==> src/rtl/fifo_read_valid_ready_adapter.sv <==
// Turns a first-word-fall-through FIFO read port into a registered valid/ready stream.
// A 2-entry skid buffer sustains one transfer per cycle without an output_ready -> read_enable path.
`timescale 1ns/1ps
module fifo_read_valid_ready_adapter #(
  parameter int WIDTH = 8
) (
  input  logic             clock,
  input  logic             reset,
  input  logic             flush,
  output logic             read_enable,
  input  logic [WIDTH-1:0] read_data,
  input  logic             read_empty,
  output logic             output_valid,
  input  logic             output_ready,
  output logic [WIDTH-1:0] output_data,
  output logic [1:0]       occupancy
);

  typedef enum logic [1:0] {
    EMPTY = 2'd0,
    ONE   = 2'd1,
    TWO   = 2'd2
  } state_t;

  state_t           state_q, state_d;
  logic [WIDTH-1:0] head_q, head_d;
  logic [WIDTH-1:0] tail_q, tail_d;
  logic             push, pop;

  // Pop request depends only on registered state and FIFO status, never on output_ready.
  assign read_enable  = !read_empty && (state_q != TWO) && !flush && !reset;
  assign push         = read_enable;
  assign output_valid = (state_q != EMPTY);
  assign pop          = output_valid && output_ready && !flush;
  assign output_data  = head_q;
  assign occupancy    = state_q;

  always_comb begin
    state_d = state_q;
    head_d  = head_q;
    tail_d  = tail_q;
    if (flush) begin
      state_d = EMPTY;
    end else begin
      case (state_q)
        EMPTY: begin
          if (push) begin
            state_d = ONE;
            head_d  = read_data;
          end
        end
        ONE: begin
          if (push && !pop) begin
            state_d = TWO;
            tail_d  = read_data;
          end else if (!push && pop) begin
            state_d = EMPTY;
          end else if (push && pop) begin
            head_d  = read_data;
          end
        end
        TWO: begin
          if (pop) begin
            state_d = ONE;
            head_d  = tail_q;
          end
        end
        default: state_d = EMPTY;
      endcase
    end
  end

  always_ff @(posedge clock or posedge reset) begin
    if (reset) begin
      state_q <= EMPTY;
      head_q  <= '0;
      tail_q  <= '0;
    end else begin
      state_q <= state_d;
      head_q  <= head_d;
      tail_q  <= tail_d;
    end
  end

endmodule

==> config.mk <==
export PLATFORM = sky130hd
export DESIGN_NAME = fifo_read_valid_ready_adapter
export DESIGN_NICKNAME = d
export VERILOG_FILES = /design/src/rtl/fifo_read_valid_ready_adapter.sv
export SDC_FILE = /design/constraint.sdc
export NUM_CORES = 1
export LEC_CHECK = 0
export CORE_AREA = 2 2 50 52
export CTS_CLUSTER_SIZE = 8
export DETAILED_ROUTE_END_ITERATION = 8
export DIE_AREA = 0 0 52 54
export PLACE_DENSITY = 0.63
export SLEW_MARGIN = 20
export SYNTH_ARGS = -nofsm -noshare
export SYNTH_HDL_FRONTEND = slang
export SYNTH_SLANG_ARGS = --single-unit
==> constraint.sdc <==
create_clock -name clock -period 3.25 [get_ports clock]
set_input_delay 0.4875 -clock clock [delete_from_list [all_inputs] [get_ports clock]]
set_output_delay 0.4875 -clock clock [all_outputs]
set_load 0.02 [all_outputs]
# Yosys cells after proc, flatten, opt, wreduce, memory -nomap -nowiden
# Index checks and enable logic that the tools add are counted.
# op_classes
n_lt_le_gt_ge	0
shifts	0
add_sub_neg	0
n_reduce_logical	19
eq_ne	11
div_mod_pow	0
mul	0
bitwise	1
muxes	12
# ops
op	n
8-bit 2-to-1 mux	5
8-bit case mux with 3 select lines	1
2-bit != test (second input constant)	6
2-bit 2-to-1 mux	5
1-bit logical AND	8
7-bit AND reduction	1
3-bit != test (second input constant)	2
2-bit case mux with 3 select lines	1
3-bit AND reduction	2
1-bit zero test	5
4-bit != test (second input constant)	1
3-bit nonzero test	1
2-bit by 1-bit equality test with 1-bit output (second input constant)	1
2-bit equality test (second input constant)	1
2-bit zero test	1
2-bit nonzero test	1
1-bit NOT	1
# totals
latchBits	0
in_bits	13
mem_bits_rw	0
rom_bits	0
word_cells	46
reg_bits	18
n_memories	0

# Longest topological paths before layout
# Gate-level depths: netlist of the first run.
# depth
word_depth	10
ltp_mapped	5
ltp_nobuf	4

# Worst setup path after synthesis of the first run
# Ideal clock, no wire load.
# synth_path
path_type	register -> output
from	register state_q[1], in the netlist occupancy[1]
to	output read_enable
path_stages_with_launch	4
path_slack_ns	1.288
path_buffers	1
t_arrival_ns	1.474
path_cell_list	dfrtp_1 -> nor2b_1 -> buf_2 -> nor4_1
# synth_via
elab_chain_cells	4
# synth_rtl
element	line	text
start, declared	25	state_t state_q, state_d;
start signal, assigned	79	state_q <= state_d;
2-bit != test	31	assign read_enable = !read_empty && (state_q != TWO) && !flush && !reset;
1-bit logical AND (3 in a row)	31	
end, declared	10	output logic read_enable,
# No other way between the ends.

# Worst setup path after layout of the first run
# layout_path
from	input flush
to	output read_enable
# layout_via
elab_chain_cells	3
# layout_rtl
element	line	text
start, declared	9	input logic flush,
1-bit zero test	31	
1-bit logical AND (2 in a row)	31	
# No other way between the ends.

==> results of run 1 <==
-- path summary, 6_finish.rpt --
check	startpoint	cells past startpoint	slack, ns	end
worst max register to register	occupancy[1]$_DFFE_PP0P_	3	1.79	tail_q[6]$_DFFE_PP0P_
worst min register to register	output_data[4]$_DFFE_PP0P_	2	0.50	output_data[4]$_DFFE_PP0P_
min in group asynchronous	reset	2	0.69	output_data[2]$_DFFE_PP0P_
worst min-delay path	output_data[4]$_DFFE_PP0P_	2	0.50	output_data[4]$_DFFE_PP0P_
worst max-delay path	flush	3	0.83	read_enable
max in group asynchronous	reset	2	2.13	output_data[0]$_DFFE_PP0P_
-- cell usage in the layout (no fill, tap or decap), types with 2 or more instances in the layout --
master	netlist	final
sky130_fd_sc_hd__clkbuf_4	0	3
sky130_fd_sc_hd__clkdlybuf4s50_1	0	24
sky130_fd_sc_hd__dfrtp_1	18	18
sky130_fd_sc_hd__mux2_2	2	2
sky130_fd_sc_hd__nand2_1	8	8
sky130_fd_sc_hd__o21ai_1	8	8
sky130_fd_sc_hd__nor3_1	2	2
sky130_fd_sc_hd__mux2i_1	9	9
sky130_fd_sc_hd__mux2_1	6	6
sky130_fd_sc_hd__nor2b_1	2	2
sky130_fd_sc_hd__nand2b_1	2	2
sky130_fd_sc_hd__nor2_2	2	2
sky130_fd_sc_hd__a21oi_1	2	2
-- routing by layer --
metal / vias up / share of wire / global-route usage
li1: 309 / - / -
met1: 299 / 0.48 / 0.161
met2: 16 / 0.45 / 0.217
met3: 4 / 0.050 / 0.0278
met4: 0 / 0.022 / 0.0789
met5: - / 0 / 0
-- area by class of cell --
class	instances	area [um^2]	area share
clock buffer	4	36.3	0.0315
inverter	1	3.75	0.00326
multi-input combinational	51	384	0.333
sequential	18	450	0.391
tap	30	37.5	0.0326
timing repair buffer	24	240	0.208
-- flip-flops by register name (all words and copies together), names as in the netlist --
name,cells
output_data,8
tail_q,8
occupancy,2
-- critical path, stage by stage --
cell                              delay, ns
sky130_fd_sc_hd__clkdlybuf4s50_1       0.49
sky130_fd_sc_hd__nor4_1                0.30
sky130_fd_sc_hd__clkdlybuf4s50_1       0.65
-- stage by stage --
stage                     cell area [um^2]  setup slack, ns
after global placement                1120            0.809
after global routing                  1150            0.655
after floorplan                        858             1.29
final                                 1150            0.826
after CTS                             1150            0.813
after detailed placement              1120            0.813
-- power by group through the flow --
stage / Sequential [W] / Clock [W] / Combinational [W]
floorplan: 0.000311 / 0 / 0.0000516
global placement: 0.000287 / 0 / 0.000144
detailed placement: 0.000288 / 0 / 0.000146
CTS: 0.000283 / 0.000144 / 0.000147
global route: 0.000290 / 0.000152 / 0.000158
finish: 0.000283 / 0.000136 / 0.000144
-- cell families after synthesis --
family,after synthesis
multiplexers,17
flip-flops,18
buffers and inverters,4
AO/OA/AOI/OAI,12
AND/OR/NAND/NOR,22
==> flow_results.org, run 1 <==
** Placed design
- Number of port buffers :: 24
- In this run, placement finished with an instance count of 124.
- Sum of net half-perimeters after detailed placement :: 1100 um
- At the end of routability-driven placement, the weighted congestion stood at 0.672.

** Synth
- Register bit total from synthesis :: 18
- After synthesis, the largest family of logic cells by area is multiplexers.
- Ys Warns :: 0
- Synthesized-area fraction occupied by ao, oa, aoi and oai cells :: 0.0933
- Cell taking the most area after synthesis :: sky130_fd_sc_hd__dfrtp_1
- Area share of fa/ha/maj cells after synthesis :: 0
- Count of flip-flops with a built-in enable after synthesis :: 0
- Net count after synthesis :: 86
- Mux share of post-synthesis cell area :: 0.210
- Fraction of registers with async set/reset :: 1.00
- Yosys instantiated no cell more often than sky130_fd_sc_hd__dfrtp_1.
- Synthesis instantiated 23 different standard cells from the library.
- Among all flip-flop cells after synthesis, the most frequent one is sky130_fd_sc_hd__dfrtp_1.
- Commonest cells in the synthesized netlist :: sky130_fd_sc_hd__dfrtp_1 (18), sky130_fd_sc_hd__mux2i_1 (9), sky130_fd_sc_hd__nand2_1 (8), sky130_fd_sc_hd__o21ai_1 (8), sky130_fd_sc_hd__mux2_1 (6)
- Simple-gate portion of the synthesized area :: 0.144
- Synthesized cell area :: 858 um^2
- Area share of the largest cell type after synthesis :: 0.525
- Share of the synthesized netlist area taken by xor and xnor gates :: 0
- Top cells by area, synth :: sky130_fd_sc_hd__dfrtp_1 (52%), sky130_fd_sc_hd__mux2i_1 (10%), sky130_fd_sc_hd__mux2_1 (7.9%)
- The share of the Yosys chip area taken by registers is 0.525.
- Number of cells produced by synthesis :: 73
- Post-synthesis area per instance :: 11.8 um^2

** Floorplanning
- For this configuration, the core starts out at a cell density of 0.370.
- Core region area :: 2320 um^2
- Number of primary I/O pins :: 25
- Die area :: 2810 um^2
- The die is 52 um wide.
- After floorplanning, the core was divided into 18 placement rows.
- Die span in y :: 54 um

** Setup path
- Data arrival time of the worst path :: 1.94 ns
- In this run the worst path has a maximum fanout of 5.
- Worst setup SP type :: input port
- The worst setup path is of the input port to output pin kind.
- Endpoint type of the worst setup path :: output pin
- Data on the critical path is required at its endpoint by 2.76 ns.

** Clocking
- CTS saw 18 sinks.
- Clock-pin transition on the worst setup and hold timing paths :: 0.10 ns
- TritonCTS clock tree :: done
- TritonCTS Buffers :: 3
- Number of gates given a new drive strength after cts :: 0
- The cell sitting at the root of the clock tree is a sky130_fd_sc_hd__clkbuf_4.
- Post-CTS timing repair inserted 0 buffers for setup.
- For this design, the CTS-stage hold fixing added 0 buffers.
- The longest clock path from root to sink contains 2 buffers.
- For the worst-skew pair, the clock arrives at the later sink with an insertion delay of 0.29 ns.
- In this run the number of H-tree levels came out at 1.

** Timing
- Dividing the final minimum period by the clock period gives 0.746.
- Setup repair after global routing left no endpoint under its margin.
- Hold is met by 0.499 ns.
- Hold violation total from the final report :: 0
- Number of setup violations in the final report :: 0
- For the pin with the worst max-slew slack, the measured transition is 0.680 ns.
- Max-Slew Margin vs Limit :: 0.546
- Clock period minus worst slack :: 2.42 ns
- Final max-slew violation count :: 0
- Timing would allow up to 412 MHz.
- Summed negative setup slack over all endpoints :: 0 ns
- Final clock skew :: 0.00101 ns

** Job
- Max-cap viol count :: 0

** Layout
- Utilization of the core after routing :: 0.497
- Number of fillers in the final layout :: 216
- Layout net count :: 112
- 0 antenna diodes ended up in the layout.
- Number of cells in the finished layout apart from fillers :: 128
- From synthesis to final layout, the design area changed by 34.3%.
- Proportion of layout cells with a drive suffix above 1 :: 0.102

** Drt
- Violation count after the first detailed-route iteration :: 6
- The final layout contains routed wiring with a total length of 1550 um.
- Number of search-and-repair iterations in the first detailed-routing pass :: 4
- Wirelength per Cell :: 12.1 um
- DRC viols :: 0
- ANT nets after route :: 0
- Total number of vias :: 628
- Average vias per placed instance :: 4.91

** Power and ir drop
- Switching Fraction :: 0.276
- The worst-case IR drop observed on VDD is 0.288 mV.
- Tot Pwr :: 0.000564 W
- The internal power of the cells totals 0.000408 W.
- Power per cell area :: 489 nW/um^2
- Of the total power, combinational logic draws 0.256.
- Of the total power, the clock network draws 0.241.
- In this run the static leakage power is 0.529 nW.
- For this design the total switching power over the nets is 0.000156 W.
- Sequential share of power :: 0.503

** GRT
- The via count of the first global-routing pass came to 591.
- Entering global routing, the biggest net connects 19 pins.
- In the global route stage, overall resource usage came out at 0.133.
- The first global-routing pass estimated 2660 um of wire.
- Number of antenna violations at the first check in global routing :: 0
- GRT overflow :: 0

** Min path
- Hold Path Class :: flop to flop

** Run status
- The flow ran to the end, and the final reports show no timing, DRC or antenna violations.
Note: power is estimated with default switching activity, not from simulation.
==> run 2: changes to the inputs <==
- clock period: 3.25 -> 2.35 ns (I/O delays scaled with it)
==> flow_results.org, run 2 (synthesis gave the netlist of run 1 again) <==
** Drt
- The total length of routed wires came to 1570 um (was 1550 um).
- Wirelength per Cell :: 12.3 um (was 12.1 um)
- The routed via count was 614 (was 628).
- The final routed DRC violation total was 0 (unchanged).
- Number of search-and-repair iterations in the first detailed-routing pass :: 2 (was 4)
- The violation count after the first detailed-routing iteration came to 6 (unchanged).
- The average via count per standard cell was 4.80 (was 4.91).
- ANT nets after route :: 0 (unchanged)

** Timing
- The count of endpoints failing hold in the final timing report came to 0 (unchanged).
- Number of setup violations in the final report :: 0 (unchanged)
- Static timing analysis puts the maximum clock frequency at 526 MHz.
- Slew of the pin with the lowest slew margin :: 0.686 ns (was 0.680 ns)
- The normalized max-slew margin came to 0.542 (was 0.546).
- The final-report max-slew violation count was 0 (unchanged).
- For the finished layout, the period the worst path requires is 1.90 ns.
- Summed negative setup slack over all endpoints :: 0 ns (unchanged)
- RSZ-0062 raised after global routing: false (unchanged).
- Final clock skew :: 0.00563 ns (was 0.00101 ns)
- Of the available clock period, the critical path in the final layout requires 0.810.

** Setup path
- CP max-delay cell :: sky130_fd_sc_hd__clkdlybuf4s50_1 (unchanged)
- The signal arrival time at the worst endpoint is 1.55 ns (was 1.94 ns).
- The biggest fanout along the worst timing path is 10 (was 5).
- Critical path start-end classification :: flop to output pin (was input port to output pin)
- The critical path launch point was occupancy[1]$_DFFE_PP0P_ (was flush).
- Slowest stage delay, CP :: 0.53 ns (was 0.65 ns)
- The nature of the critical path endpoint is an output pin (unchanged).
- The end point of the critical path is output_valid (was read_enable).
- RR Endpoint :: tail_q[1]$_DFFE_PP0P_ (was tail_q[6]$_DFFE_PP0P_)
- Origin of the critical flop-to-flop path :: occupancy[1]$_DFFE_PP0P_ (unchanged)
- The number of cell instances on the worst register-to-register path was 3 (unchanged).
- Ordered cell list for the critical path: or2_1 > clkdlybuf4s50_1 (was clkdlybuf4s50_1 > nor4_1 > clkdlybuf4s50_1).
- The slack of the worst reg-to-reg path is 0.89 ns (was 1.79 ns).
- Critical Path RT :: 2.00 ns (was 2.76 ns)
- Worst setup SP type :: flop (was input port)

** Floorplanning
- Starting utilization of the core area :: 0.370 (unchanged)
- Die area :: 2810 um^2 (unchanged)
- The die boundary height was 54 um (unchanged).
- The core footprint was 2320 um^2 (unchanged).
- Chip width :: 52 um (unchanged)
- Number of cell rows :: 18 (unchanged)
- Number of primary I/O pins :: 25 (unchanged)

** Clocking
- TritonCTS Buffers :: 3 (unchanged)
- The clock net sink count came to 18 (unchanged).
- The TritonCTS clock tree is done (unchanged).
- The H-tree depth came to 1 (unchanged).
- The maximum buffer depth of the clock tree is 2 (unchanged).
- Clock-pin transition on the worst setup and hold timing paths :: 0.10 ns (about the same)
- CTS root buf :: sky130_fd_sc_hd__clkbuf_4 (unchanged)
- Skew-Pair Late Insertion Delay :: 0.28 ns (was 0.29 ns)
- The post-cts hold buffer count came to 0 (unchanged).

** GRT
- Maximum number of pins on one net before global-route repair :: 19 (unchanged)
- The total overflow reported by the global router was 0 (unchanged).
- The overall routing resource usage is 0.130 (was 0.133).
- Wire length of the first global-routing pass :: 2680 um (was 2660 um)
- Number of antenna violations at the first check in global routing :: 0 (unchanged)
- The via count of the first global-routing pass is 614 (was 591).

** Layout
- The post-route core utilization was 0.499 (was 0.497).
- Highest-count cells in the layout ignoring fill and taps: sky130_fd_sc_hd__clkdlybuf4s50_1 (23), sky130_fd_sc_hd__dfrtp_1 (18), sky130_fd_sc_hd__mux2i_1 (9) (was sky130_fd_sc_hd__clkdlybuf4s50_1 (24), sky130_fd_sc_hd__dfrtp_1 (18), sky130_fd_sc_hd__mux2i_1 (9)).
- The commonest non-fill, non-tap cell in the layout is sky130_fd_sc_hd__clkdlybuf4s50_1 (unchanged).
- The signed area change from the synthesized netlist to the final layout came to 34.8% (was 34.3%).
- Proportion of layout cells with a drive suffix above 1 :: 0.112 (was 0.102)
- Layout net count :: 112 (unchanged)
- Number of antenna diodes :: 0 (unchanged)

** Power and ir drop
- The total power per unit cell area is 671 nW/um^2 (was 489 nW/um^2).
- Maximum ir drop on the vdd rail :: 0.336 mV (was 0.288 mV)
- Reported leakage power :: 0.545 nW (was 0.529 nW)

** Run status
- Result of the run :: completed (unchanged)

** Placed design
- Sum of net half-perimeters after detailed placement :: 1150 um (was 1100 um)
- Routability-driven placement congestion ratio :: 0.659 (was 0.672)
- The total of buffers placed on input and output ports was 24 (unchanged).

** Job
- Max-cap viol count :: 0 (unchanged)

** Min path
- Hold Path Class :: flop to flop (unchanged)
==> run 2: changes by cell type in the layout (fill, tap and decap cells not counted) <==
cell | previous run | this run
sky130_fd_sc_hd__clkdlybuf4s50_1 | 24 | 23
sky130_fd_sc_hd__nor2b_1 | 2 | 1
sky130_fd_sc_hd__nor2b_2 | 0 | 1
sky130_fd_sc_hd__dlymetal6s2s_1 | 0 | 1
==> run 2: area by class of cell <==
cell class	instances	area [um^2]
inverter	1	3.75
multi-input combinational	51	387
timing repair buffer	24	243
tap	30	37.5
clock buffer	4	36.3
fill	222	1160
sequential	18	450
==> run 2: metal layers <==
layer | GRT usage | share of wire | vias to the layer above
li1 | - | - | 310
met5 | 0 | 0 | -
met1 | 0.152 | 0.45 | 290
met4 | 0.0263 | 0.0089 | 0
met3 | 0.0278 | 0.046 | 2
met2 | 0.243 | 0.49 | 12
==> run 2: repair_timing <==
action	4_1_cts	5_1_grt
endpoints found under the setup margin	0	1
resized for setup	0	2
setup buffers	0	0
==> run 2: how the worst min path moves through the flow <==
stage | startpoint | endpoint | slack [ns] | cells past startpoint
2_1_floorplan | reset | occupancy[0]$_DFFE_PP0P_ | 0.29 | 1
3_3_place_gp | output_data[5]$_DFFE_PP0P_ | output_data[5]$_DFFE_PP0P_ | 0.47 | 2
3_5_place_dp | output_data[4]$_DFFE_PP0P_ | output_data[4]$_DFFE_PP0P_ | 0.48 | 2
4_1_cts | output_data[4]$_DFFE_PP0P_ | output_data[4]$_DFFE_PP0P_ | 0.50 | 2
5_1_grt | tail_q[7]$_DFFE_PP0P_ | tail_q[7]$_DFFE_PP0P_ | 0.53 | 1
6_report | output_data[2]$_DFFE_PP0P_ | output_data[2]$_DFFE_PP0P_ | 0.50 | 2
==> run 2: report_power, final <==
group / switching (W) / internal (W)
combinational: 0.0000928 / 0.000106
clock: 0.0000907 / 0.0000941
sequential: 0.0000289 / 0.000364
total: 0.000212 / 0.000564
==> run 2: worst max-delay path: cells and delay by family, from the launching register on <==
family | cells | cell delay (ns)
buffers and inverters | 1 | 0.53
and+or+nand+nor | 1 | 0.26
DFF | 1 | 0.49
==> run 2: per-stage QoR <==
step	power [W]	cell area (um^2)	hold WS (ns)	setup slack (ns)	cells
after floorplan	0.000501	858	0.291	0.523	73
after global placement	0.000595	1120	0.470	0.187	124
after detailed placement	0.000601	1120	0.478	0.186	124
after CTS	0.000788	1150	0.503	0.0682	128
after global routing	0.000826	1160	0.526	0.367	128
final	0.000776	1160	0.495	0.447	128
==> run 3: changes to the inputs <==
- clock period: 2.35 -> 2 ns (I/O delays scaled with it)
==> flow_results.org, run 3 (synthesis gave the netlist of run 1 again) <==
** Timing
- Slew of the pin with the lowest slew margin :: 0.339 ns (was 0.686 ns)
- Final clock skew :: 0.00402 ns (was 0.00563 ns)
- The final-report max-slew violation count was 0 (unchanged).
- Dividing the final minimum period by the clock period gives 0.933.
- Hold violation total from the final report :: 0 (unchanged)
- The number of failing setup endpoints in the final timing report was 0 (unchanged).
- Highest Clock Rate :: 536 MHz
- The normalized max-slew margin is 0.774 (was 0.542).
- Hold slack final :: 0.486 ns (was 0.495 ns)
- Counting I/O delays and the setup requirement, the final critical path takes 1.87 ns.
- RSZ-0062 raised after global routing :: false (unchanged)

** Drt
- The routed wirelength normalized by instance count was 11.5 um (was 12.3 um).
- Number of search-and-repair iterations in the first detailed-routing pass :: 2 (unchanged)
- Total number of vias :: 646 (was 614)
- The final routed DRC violation total came to 0 (unchanged).
- The total length of routed wires was 1560 um (was 1570 um).
- Average vias per placed instance :: 4.75 (was 4.80)
- The count of nets left with antenna violations after detail routing came to 0 (unchanged).
- The violation count after the first detailed-routing iteration was 6 (unchanged).

** Placed design
- The half-perimeter wire length of the detailed placement result was 1170 um (was 1150 um).
- Number of port buffers :: 24 (unchanged)
- The routability congestion estimate from global placement is 0.720 (was 0.659).
- Placed cell count :: 132 (was 124)

** Floorplanning
- Number of cell rows :: 18 (unchanged)
- Number of primary I/O pins :: 25 (unchanged)
- Die span in y :: 54 um (unchanged)
- Chip width :: 52 um (unchanged)
- Starting utilization of the core area :: 0.370 (unchanged)
- The core footprint came to 2320 um^2 (unchanged).
- Die area :: 2810 um^2 (unchanged)

** Power and ir drop
- Maximum ir drop on the vdd rail :: 0.472 mV (was 0.336 mV)
- Power per cell area :: 751 nW/um^2 (was 671 nW/um^2)
- The cell leakage power was 0.578 nW (was 0.545 nW).
- The total power consumption of the routed design is 0.000919 W (was 0.000776 W).

** Clocking
- The maximum buffer depth of the clock tree was 2 (unchanged).
- The post-cts hold buffer count came to 0 (unchanged).
- TritonCTS Buffers :: 3 (unchanged)
- CTS root buf :: sky130_fd_sc_hd__clkbuf_4 (unchanged)
- Number of buffers inserted by post-CTS setup repair :: 0 (unchanged)
- Clock-pin transition on the worst setup and hold timing paths :: 0.10 ns (about the same)
- The H-tree depth was 1 (unchanged).
- TritonCTS clock tree :: done (unchanged)
- The insertion delay to the later sink of the worst-skew pair is 0.28 ns (about the same).
- Number of clock sinks :: 18 (unchanged)

** GRT
- Wire length of the first global-routing pass :: 2700 um (was 2680 um)
- Maximum number of pins on one net before global-route repair :: 19 (unchanged)
- The overall routing resource usage came to 0.132 (was 0.130).
- The total overflow reported by the global router was 0 (unchanged).
- The via count of the first global-routing pass is 627 (was 614).
- The initial antenna violation count came to 0 (unchanged).

** Layout
- The antenna diode count came to 0 (unchanged).
- The fill cell total of the finished layout is 212 (was 222).
- Number of cells in the finished layout apart from fillers :: 136 (was 128)
- The commonest non-fill, non-tap cell in the layout is sky130_fd_sc_hd__clkdlybuf4s50_1 (unchanged).
- Register area :: 450 um^2 (unchanged)
- The signed area change from the synthesized netlist to the final layout came to 42.6% (was 34.8%).
- The layout net count was 120 (was 112).
- The share of cells above drive strength 1 came to 0.170 (was 0.112).
- The footprint of the multi-input gates is 384 um^2 (was 387 um^2).
- Highest-count cells in the layout ignoring fill and taps: sky130_fd_sc_hd__clkdlybuf4s50_1 (23), sky130_fd_sc_hd__dfrtp_1 (18), sky130_fd_sc_hd__mux2i_1 (9) (unchanged).

** Setup path
- Number of cells on the worst reg-to-reg path :: 4 (was 3)
- Ordered cell list for the critical path :: buf_4 > or2_1 > clkdlybuf4s50_1 (was or2_1 > clkdlybuf4s50_1)
- Worst Path Buf+Inv :: 2 (was 1)
- The capturing point of the worst reg2reg path was tail_q[2]$_DFFE_PP0P_ (was tail_q[1]$_DFFE_PP0P_).
- The required time at the endpoint of the critical path was 1.70 ns (was 2.00 ns).
- The startpoint of the lowest-slack register-to-register path is occupancy[1]$_DFFE_PP0P_ (unchanged).
- The type of element launching the critical path is a flop (unchanged).
- The critical path launch point is occupancy[1]$_DFFE_PP0P_ (unchanged).
- The slowest library cell on the worst path is sky130_fd_sc_hd__clkdlybuf4s50_1 (unchanged).
- The gate family responsible for the most delay along the worst path was buffers and inverters (unchanged).
- The nature of the critical path endpoint was an output pin (unchanged).
- The category of the most critical setup path was flop to output pin (unchanged).
- The slack of the worst reg-to-reg path came to 0.53 ns (was 0.89 ns).
- The stage delay of the slowest cell on the critical path came to 0.53 ns (about the same).
- The signal arrival time at the worst endpoint is 1.57 ns (was 1.55 ns).
- Maximum fanout along the worst path :: 9 (was 10)

** Job
- The max-cap check violation count was 0 (unchanged).

** Min path
- The path class of the lowest-slack min-delay path is input port to async pin (was flop to flop).

** Run status
- Result of the run: completed (unchanged).
==> run 3: cell count changes in the layout (fill, tap and decap cells not counted), sizes merged <==
cell,delta
dlygate4sd2,+1
dlymetal6s2s,-1
buf,+8
==> run 3: worst register-to-register path, delay by kind of cell (launching register included) <==
kind / cells / cell delay (ns)
buffers and inverters: 1 / 0.16
muxes: 1 / 0.38
DFF: 1 / 0.38
and+or+nand+nor: 2 / 0.44
==> run 3: what timing repair did <==
item                                   in CTS  in global routing
setup endpoints to repair                   1                  0
resized for setup                           1                  0
endpoints found under the hold margin       0                  0
==> run 3: through the flow <==
stage	util	instance area (um^2)	setup TNS [ns]	worst slack (ns)
5_1_grt	0.528	1220	0	0.0665
2_1_floorplan	-	858	0	0.226
3_3_place_gp	0.512	1190	-0.000671	-0.000671
3_5_place_dp	0.512	1190	0	0.0332
6_report	0.528	1220	0	0.134
4_1_cts	0.528	1220	0	0.114
==> run 3: per-layer routing <==
metal / GRT usage / part of all wire
met1: 0.167 / 0.46
met2: 0.217 / 0.49
met3: 0.0167 / 0.037
met4: 0.0789 / 0.0077
met5: 0 / 0
==> run 3: worst max path at each step <==
stage	to	slack, ns	cells after the start
2_1_floorplan	read_enable	0.23	3
3_3_place_gp	read_enable	-0.0007	3
3_5_place_dp	read_enable	0.03	3
4_1_cts	output_valid	0.11	3
5_1_grt	output_valid	0.07	3
6_report	output_valid	0.13	3
==> run 3: final cells by class <==
type                       instances  area share
timing repair buffer              32       0.255
tap                               30      0.0307
clock buffer                       4      0.0297
multi-input combinational         51       0.314
sequential                        18       0.368
inverter                           1     0.00307
==> run 3: report_power, final <==
| group | switching (W) | internal, W | total [W] |
|---|---|---|---|
| sequential | 0.0000342 | 0.000428 | 0.000462 |
| combinational | 0.000112 | 0.000134 | 0.000246 |
| clock | 0.000101 | 0.000111 | 0.000211 |
